## src/rtl/id_as_flow.sv

```systemverilog
`default_nettype none
// ============================================================================
// Module      : id_as_flow
// Description : ID->AS pipeline register with load-use bubbles, stall hold,
//               sticky flush across stalls and a saturating bubble counter.
// Revision    : 1.0 - initial release
// ============================================================================
module id_as_flow #(
    parameter int CPU_WIDTH      = 32,
    parameter int REG_ADDR_WIDTH = 5,
    parameter int CSR_ADDR_WIDTH = 12
) (
    input  logic                      clk,
    input  logic                      rst,

    input  logic                      id_valid_i,
    input  logic [CPU_WIDTH-1:0]      id_pc_i,
    input  logic [CPU_WIDTH-1:0]      id_inst_i,
    input  logic [CPU_WIDTH-1:0]      imm_i,
    input  logic [CPU_WIDTH-1:0]      reg1_rd_data_i,
    input  logic [CPU_WIDTH-1:0]      reg2_rd_data_i,
    input  logic [CPU_WIDTH-1:0]      csr_rd_data_i,
    input  logic                      reg_wr_en_i,
    input  logic [REG_ADDR_WIDTH-1:0] reg_wr_adder_i,
    input  logic                      csr_wr_en_i,
    input  logic [CSR_ADDR_WIDTH-1:0] csr_wr_adder_i,
    input  logic [3:0]                alu_op_i,
    input  logic                      ex_alu_src_sel_i,
    input  logic                      mem_rd_i,

    input  logic                      flow_wait_fc_i,
    input  logic                      jump_flush_i,
    input  logic                      as_stall_i,

    output logic                      as_valid_o,
    output logic [CPU_WIDTH-1:0]      as_pc_o,
    output logic [CPU_WIDTH-1:0]      as_inst_o,
    output logic [CPU_WIDTH-1:0]      as_imm_o,
    output logic [CPU_WIDTH-1:0]      as_reg1_data_o,
    output logic [CPU_WIDTH-1:0]      as_reg2_data_o,
    output logic [CPU_WIDTH-1:0]      as_csr_data_o,
    output logic                      as_reg_wr_en_o,
    output logic [REG_ADDR_WIDTH-1:0] as_reg_wr_adder_o,
    output logic                      as_csr_wr_en_o,
    output logic [CSR_ADDR_WIDTH-1:0] as_csr_wr_adder_o,
    output logic [3:0]                as_alu_op_o,
    output logic                      as_alu_src_sel_o,
    output logic                      as_mem_rd_o,

    output logic                      id_hold_o,
    output logic [15:0]               bubble_cnt_o
);

    localparam logic [CPU_WIDTH-1:0] c_NOP_INST = CPU_WIDTH'('h13);

    typedef enum logic [1:0] {
        ST_RUN    = 2'd0,
        ST_LU_BUB = 2'd1,
        ST_HOLD   = 2'd2
    } state_t;

    state_t r_state;
    logic   r_flush_pend;
    logic   w_pend_hit;
    logic   w_load_use;

    // A pending flush can only exist while parked in HOLD; it is consumed on exit.
    assign w_pend_hit = r_flush_pend && (r_state == ST_HOLD);
    assign w_load_use = flow_wait_fc_i && id_valid_i;

    assign id_hold_o = as_stall_i | (w_load_use & ~jump_flush_i & ~w_pend_hit);

    always_ff @(posedge clk) begin
        if (rst || (!as_stall_i && (jump_flush_i || w_pend_hit || w_load_use))) begin
            as_valid_o        <= 1'b0;
            as_pc_o           <= '0;
            as_inst_o         <= c_NOP_INST;
            as_imm_o          <= '0;
            as_reg1_data_o    <= '0;
            as_reg2_data_o    <= '0;
            as_csr_data_o     <= '0;
            as_reg_wr_en_o    <= 1'b0;
            as_reg_wr_adder_o <= '0;
            as_csr_wr_en_o    <= 1'b0;
            as_csr_wr_adder_o <= '0;
            as_alu_op_o       <= '0;
            as_alu_src_sel_o  <= 1'b0;
            as_mem_rd_o       <= 1'b0;
        end else if (!as_stall_i) begin
            as_valid_o        <= id_valid_i;
            as_pc_o           <= id_pc_i;
            as_inst_o         <= id_inst_i;
            as_imm_o          <= imm_i;
            as_reg1_data_o    <= reg1_rd_data_i;
            as_reg2_data_o    <= reg2_rd_data_i;
            as_csr_data_o     <= csr_rd_data_i;
            as_reg_wr_en_o    <= reg_wr_en_i;
            as_reg_wr_adder_o <= reg_wr_adder_i;
            as_csr_wr_en_o    <= csr_wr_en_i;
            as_csr_wr_adder_o <= csr_wr_adder_i;
            as_alu_op_o       <= alu_op_i;
            as_alu_src_sel_o  <= ex_alu_src_sel_i;
            as_mem_rd_o       <= mem_rd_i;
        end
    end

    // Control state: state, sticky flush flag and saturating bubble counter.
    always_ff @(posedge clk) begin
        if (rst) begin
            r_state      <= ST_RUN;
            r_flush_pend <= 1'b0;
            bubble_cnt_o <= 16'd0;
        end else if (as_stall_i) begin
            r_state <= ST_HOLD;
            if (jump_flush_i) begin
                r_flush_pend <= 1'b1;
            end
        end else if (jump_flush_i || w_pend_hit) begin
            r_state      <= ST_RUN;
            r_flush_pend <= 1'b0;
        end else if (w_load_use) begin
            r_state <= ST_LU_BUB;
            if (bubble_cnt_o != 16'hFFFF) begin
                bubble_cnt_o <= bubble_cnt_o + 16'd1;
            end
        end else begin
            r_state <= ST_RUN;
        end
    end

endmodule
`default_nettype wire

```

## config.mk

```make
export PLATFORM = sky130hd
export DESIGN_NAME = id_as_flow
export DESIGN_NICKNAME = d
export VERILOG_FILES = /design/src/rtl/id_as_flow.sv
export SDC_FILE = /design/constraint.sdc
export NUM_CORES = 1
export LEC_CHECK = 0
export CAP_MARGIN = 5
export CORE_AREA = 3 3 175 177
export CTS_CLUSTER_SIZE = 12
export DETAILED_ROUTE_END_ITERATION = 10
export DIE_AREA = 0 0 178 180
export PLACE_DENSITY_LB_ADDON = 0.15
export SYNTH_ARGS = -nofsm -noshare
export SYNTH_HDL_FRONTEND = slang
export SYNTH_SLANG_ARGS = --single-unit
```

## constraint.sdc

```tcl
create_clock -name clk -period 4.9 [get_ports clk]
set_input_delay 0.49 -clock clk [delete_from_list [all_inputs] [get_ports clk]]
set_output_delay 0.49 -clock clk [all_outputs]
set_load 0.01 [all_outputs]
```

# After elaboration in Yosys (flattened, before gate mapping)
# Cells that the tools add are included.
dict set report word_totals {
  memories 0
  reg_bits 237
  latchBits 0
  in_bits 223
  rom_bits 0
  mem_bits_rw 0
  output_inout_bits 235
  word_cells 46
}
dict set report op_classes {
  n_eq_ne 3
  n_mux 6
  shift 0
  bitwise_logic 7
  div 0
  addsub 1
  multipliers 0
  n_lt_le_gt_ge 0
  reduce_logical 11
}
# operator count
set op_table {}
lappend op_table {{16-bit by 1-bit adder with 16-bit output, second input constant} 1}
lappend op_table {{16-bit inequality test, second input constant} 1}
lappend op_table {{1-bit 2-to-1 mux} 5}
lappend op_table {{1-bit inverter} 4}
lappend op_table {{4-bit AND reduction} 1}
lappend op_table {{1-bit logical AND} 3}
lappend op_table {{1-bit logical OR} 3}
lappend op_table {{3-bit OR reduction} 1}
lappend op_table {{1-bit AND} 2}
lappend op_table {{2-bit == test, second input constant} 1}
lappend op_table {{2-bit 2-to-1 mux} 1}
lappend op_table {{2-bit inequality test, second input constant} 1}
lappend op_table {{2-bit AND reduction} 1}
lappend op_table {{2-bit nonzero test} 1}
lappend op_table {{1-bit zero test} 1}
lappend op_table {{1-bit OR} 1}

# Logic depth before layout (Yosys ltp)
dict set report depth {
  word_depth 6
  ltp_mapped 7
}

# Worst setup path after synthesis
# OpenSTA, ideal clock, no wires.
dict set report synth_path {
  path_type {input to register}
  from {in as_stall_i}
  to {reg bubble_cnt_o[8]}
  arrival_time_ps 1731
  slack_ps 3048
  n_path_buf 1
  required_time_ps 4779
  setup_ps 121
  cell_stages 5
  path_cell_list {buf_2 and3b_1 nand4_2 nor4_1 mux2_2}
}
dict set report synth_between {
  elab_chain_cells 2
}
# item line_no
set synth_rtl {}
lappend synth_rtl {{from (decl)} 33} ;# input logic as_stall_i,
lappend synth_rtl {{1-bit inverter (no source line)} n/a}
lappend synth_rtl {{4-bit AND reduction (no source line)} n/a}
lappend synth_rtl {{to (signal assigned)} 124} ;# bubble_cnt_o <= bubble_cnt_o + 16'd1;
lappend synth_rtl {{to (decl)} 51} ;# output logic [15:0] bubble_cnt_o
# Every way passes these cells.
# A chain may end at the register's enable or synchronous reset.

# Worst setup path in the final report
dict set report layout_path {
  from {in rst}
  to {reg as_reg1_data_o[7]}
}
dict set report layout_between {
  elab_chain_cells 1
}
# item line_no
set layout_rtl {}
lappend layout_rtl {{from (decl)} 14} ;# input logic rst,
lappend layout_rtl {{1-bit logical OR} 74} ;# if (rst || (!as_stall_i && (jump_flush_i || w_pend_hit || w_load_use))) begin
lappend layout_rtl {{to (signal assigned)} 94} ;# as_reg1_data_o <= reg1_rd_data_i;
lappend layout_rtl {{to (decl)} 39} ;# output logic [CPU_WIDTH-1:0] as_reg1_data_o,
# Every way passes these cells.

==> results.yml <==
status:
  status: "completed"
synthesis:
  netlist_area_mm2: 0.00861
  synth_edf_count: 0
  synthArstFlopShare: 0
  ys_warn_count: 0
  ys_ff_latch: 237
  synthCells: 819
  syn_nets: 1043
  syn_avg_cell_area_um2: 10.5
  yosysSeqAreaShare: 0.551
  synth.distinct_cells: 39
  ys.flop_type: "dfxtp_1"
detailed_routing:
  ant_nets: 0
  drt-total-wl_um: 29100
  dr.pass1.iters: 5
  post_drt_wl_per_cell_um: 17.5
  first_iter_violations: 298
  vias_per_cell: 4.40
  vias: 7345
  drc: 0
sta:
  rsz0062_at_grt: "false"
  fmax_ghz: 0.365
  period_needed_ps: 2740
  skew_ps: 14.2
  tns_ps: 0
  period_share: 0.558
  relSlewSlack: 0.210
  hold_viol_final: 0
  holdWs_ps: 465
  finalSetupViolCount: 0
  max_slew.worst_pin.slew_ps: 1180
  slew_violations: 0
hold_path:
  min_delay_worst_endpoint: "as_inst_o[1]"
  hp-start: "as_inst_o[1]"
  min_path_type: "reg2reg"
  worstHoldPathCells: 1
clock_network:
  hold_buffers: 0
  cts_root_buf: "clkbuf_16"
  cts_num_sinks: 237
  clk_pin_slew_ps: 60
  cts_tree: "yes"
  cts_buffer_depth: 3
  post_cts_resized: 0
  cts_max_level: 1
  cts_setup_buffers: 0
  clkLatencyLatePin_ps: 520
  numCtsBuffers: 27
die:
  rows: 63
  dieWidth_um: 178
  initial_core_util: 0.293
  core_mm2: 0.0294
  die_h_um: 180
  die-area_mm2: 0.0320
  num_io_pins: 458
global_route:
  grt_pass1_vias: 7266
  antenna_found_initial: 3
  grt_pass1_wl_um: 43700
  gr-usage-all-layers: 0.173
  overflow: 0
  grt_max_degree: 100
place:
  place_congestion: 0.778
  hpwlAfterDp_um: 21300
  io_buffers: 457
  place_inst: 1617
setup_path:
  crit_arrival_ps: 3120
  startpoint: "rst"
  reg2reg_from: "bubble_cnt_o[0]"
  startpoint_type: "input port"
  regToRegSetupSlack_ps: 2460
  cp.required_ps: 5290
  r2r-end: "bubble_cnt_o[14]"
  cp_max_fo: 77
  worstSetupPathType: "in2reg"
  worst_r2r_path_depth: 5
  end_kind: "flop"
finish:
  areaGrowthSynthToFinish_pct: 66.4
  nNetsFinal: 1480
  layout-drive-gt1-share: 0.0463
  stdcell_count: 1668
job:
  maxCapViolations: 0
power:
  vdd_drop_max_mv: 0.213
  power.static_leakage_uw: 0.00584
  pwr_density_cell_mw_per_mm2: 320
[worst max path at each step]
stage | to | slack [ps] | cells after the start
floorplan | bubble_cnt_o[8] | 3050 | 5
global placement | as_reg1_data_o[9] | 1640 | 4
detailed placement | as_reg1_data_o[7] | 1600 | 4
CTS | as_reg1_data_o[7] | 2170 | 4
global route | as_reg2_data_o[15] | 1940 | 4
finish | as_reg1_data_o[7] | 2160 | 4
[per-layer routing]
layer | up-vias | track usage | part of all wire
met5 | - | 0 | 0
met4 | 0 | 0.0518 | 0.027
met3 | 38 | 0.0634 | 0.10
met2 | 309 | 0.301 | 0.49
met1 | 3344 | 0.195 | 0.38
li1 | 3654 | - | -
[critical path, stage by stage]
cell	delay [ps]
clkdlybuf4s50_1	1030
or3_4	860
buf_4	560
nor2_1	110
[cell type report]
cell class	count	area, um^2
tap	390	488
sequential	237	4740
antenna	3	7.51
clock buffer	39	761
fill	2708	15100
clock inverter	9	55.1
inverter	2	7.51
multi-input combinational	526	3630
timing repair buffer	462	4630
[cell usage after synthesis (2+ instances only)]
| cell type | number | share of area |
|---|---|---|
| a211o_1 | 3 | 0.0031 |
| o21ai_0 | 4 | 0.0023 |
| mux2_1 | 4 | 0.0052 |
| mux2_2 | 2 | 0.0026 |
| buf_1 | 2 | 0.00087 |
| nor2_1 | 223 | 0.097 |
| nand3_1 | 3 | 0.0017 |
| nor3_1 | 2 | 0.0012 |
| dfxtp_1 | 237 | 0.55 |
| a21oi_1 | 9 | 0.0052 |
| nor4_1 | 4 | 0.0029 |
| nor2b_1 | 10 | 0.0073 |
| buf_2 | 15 | 0.0087 |
| and2_1 | 2 | 0.0015 |
| mux2i_1 | 215 | 0.25 |
| nand4_2 | 3 | 0.0044 |
| inv_1 | 2 | 0.00087 |
| o31ai_1 | 5 | 0.0044 |
| nand4_1 | 3 | 0.0022 |
| clkbuf_1 | 36 | 0.016 |
| or4_1 | 7 | 0.0061 |
| nor4_2 | 2 | 0.0029 |
| or3_1 | 4 | 0.0029 |
| nand2_1 | 7 | 0.0031 |
[cell usage in the layout (no fill, tap or decap), drive strengths merged, types with 2 or more instances in the layout]
master	instances
or2	3
nor3	2
a21oi	9
nand2	7
inv	2
o21ai	4
mux2	6
o31ai	5
nor4	6
nor2b	10
or3	4
nand3	4
clkinv	8
a211o	3
or4	7
clkbuf	39
dfxtp	237
diode	3
clkdlybuf4s50	456
mux2i	215
buf	6
nor2	223
nand4	6
and2	2
[logic make-up (layout without fill, tap and decap cells)]
logic type,after synthesis,after routing,synth area share
other cells,0,3,0
mux,221,221,0.258
simple gates,278,278,0.141
compound gates,26,26,0.0205
fa+ha+maj,1,1,0.00145
flops,237,237,0.551
buf+inv,56,512,0.0275
[report_power, final]
group | leakage [uW] | internal, uW | switching (uW) | total (uW)
registers | 0.00194 | 2020 | 44.8 | 2060
clock network | 0.000403 | 1070 | 793 | 1870
logic | 0.00350 | 400 | 261 | 661
[sequential cells by signal (all words and copies together), names as in the netlist]
name / flops
as_csr_data_o: 32
as_imm_o: 32
as_inst_o: 32
as_pc_o: 32
as_reg1_data_o: 32
as_reg2_data_o: 32
bubble_cnt_o: 16
as_csr_wr_adder_o: 12
as_reg_wr_adder_o: 5
as_alu_op_o: 4
r_state: 2
as_alu_src_sel_o: 1
as_csr_wr_en_o: 1
as_mem_rd_o: 1
as_reg_wr_en_o: 1
as_valid_o: 1
r_flush_pend: 1
[metrics by stage]
stage	worst slack (ps)	instance area, um^2	power (uW)	util
2_1_floorplan	3050	8610	2360	-
3_3_place_gp	1640	13500	2770	0.459
3_5_place_dp	1600	13500	2770	0.459
4_1_cts	2170	14300	4670	0.487
5_1_grt	1940	14300	4810	0.487
6_report	2160	14300	4590	0.487
Power figures use the tool's default switching activity.
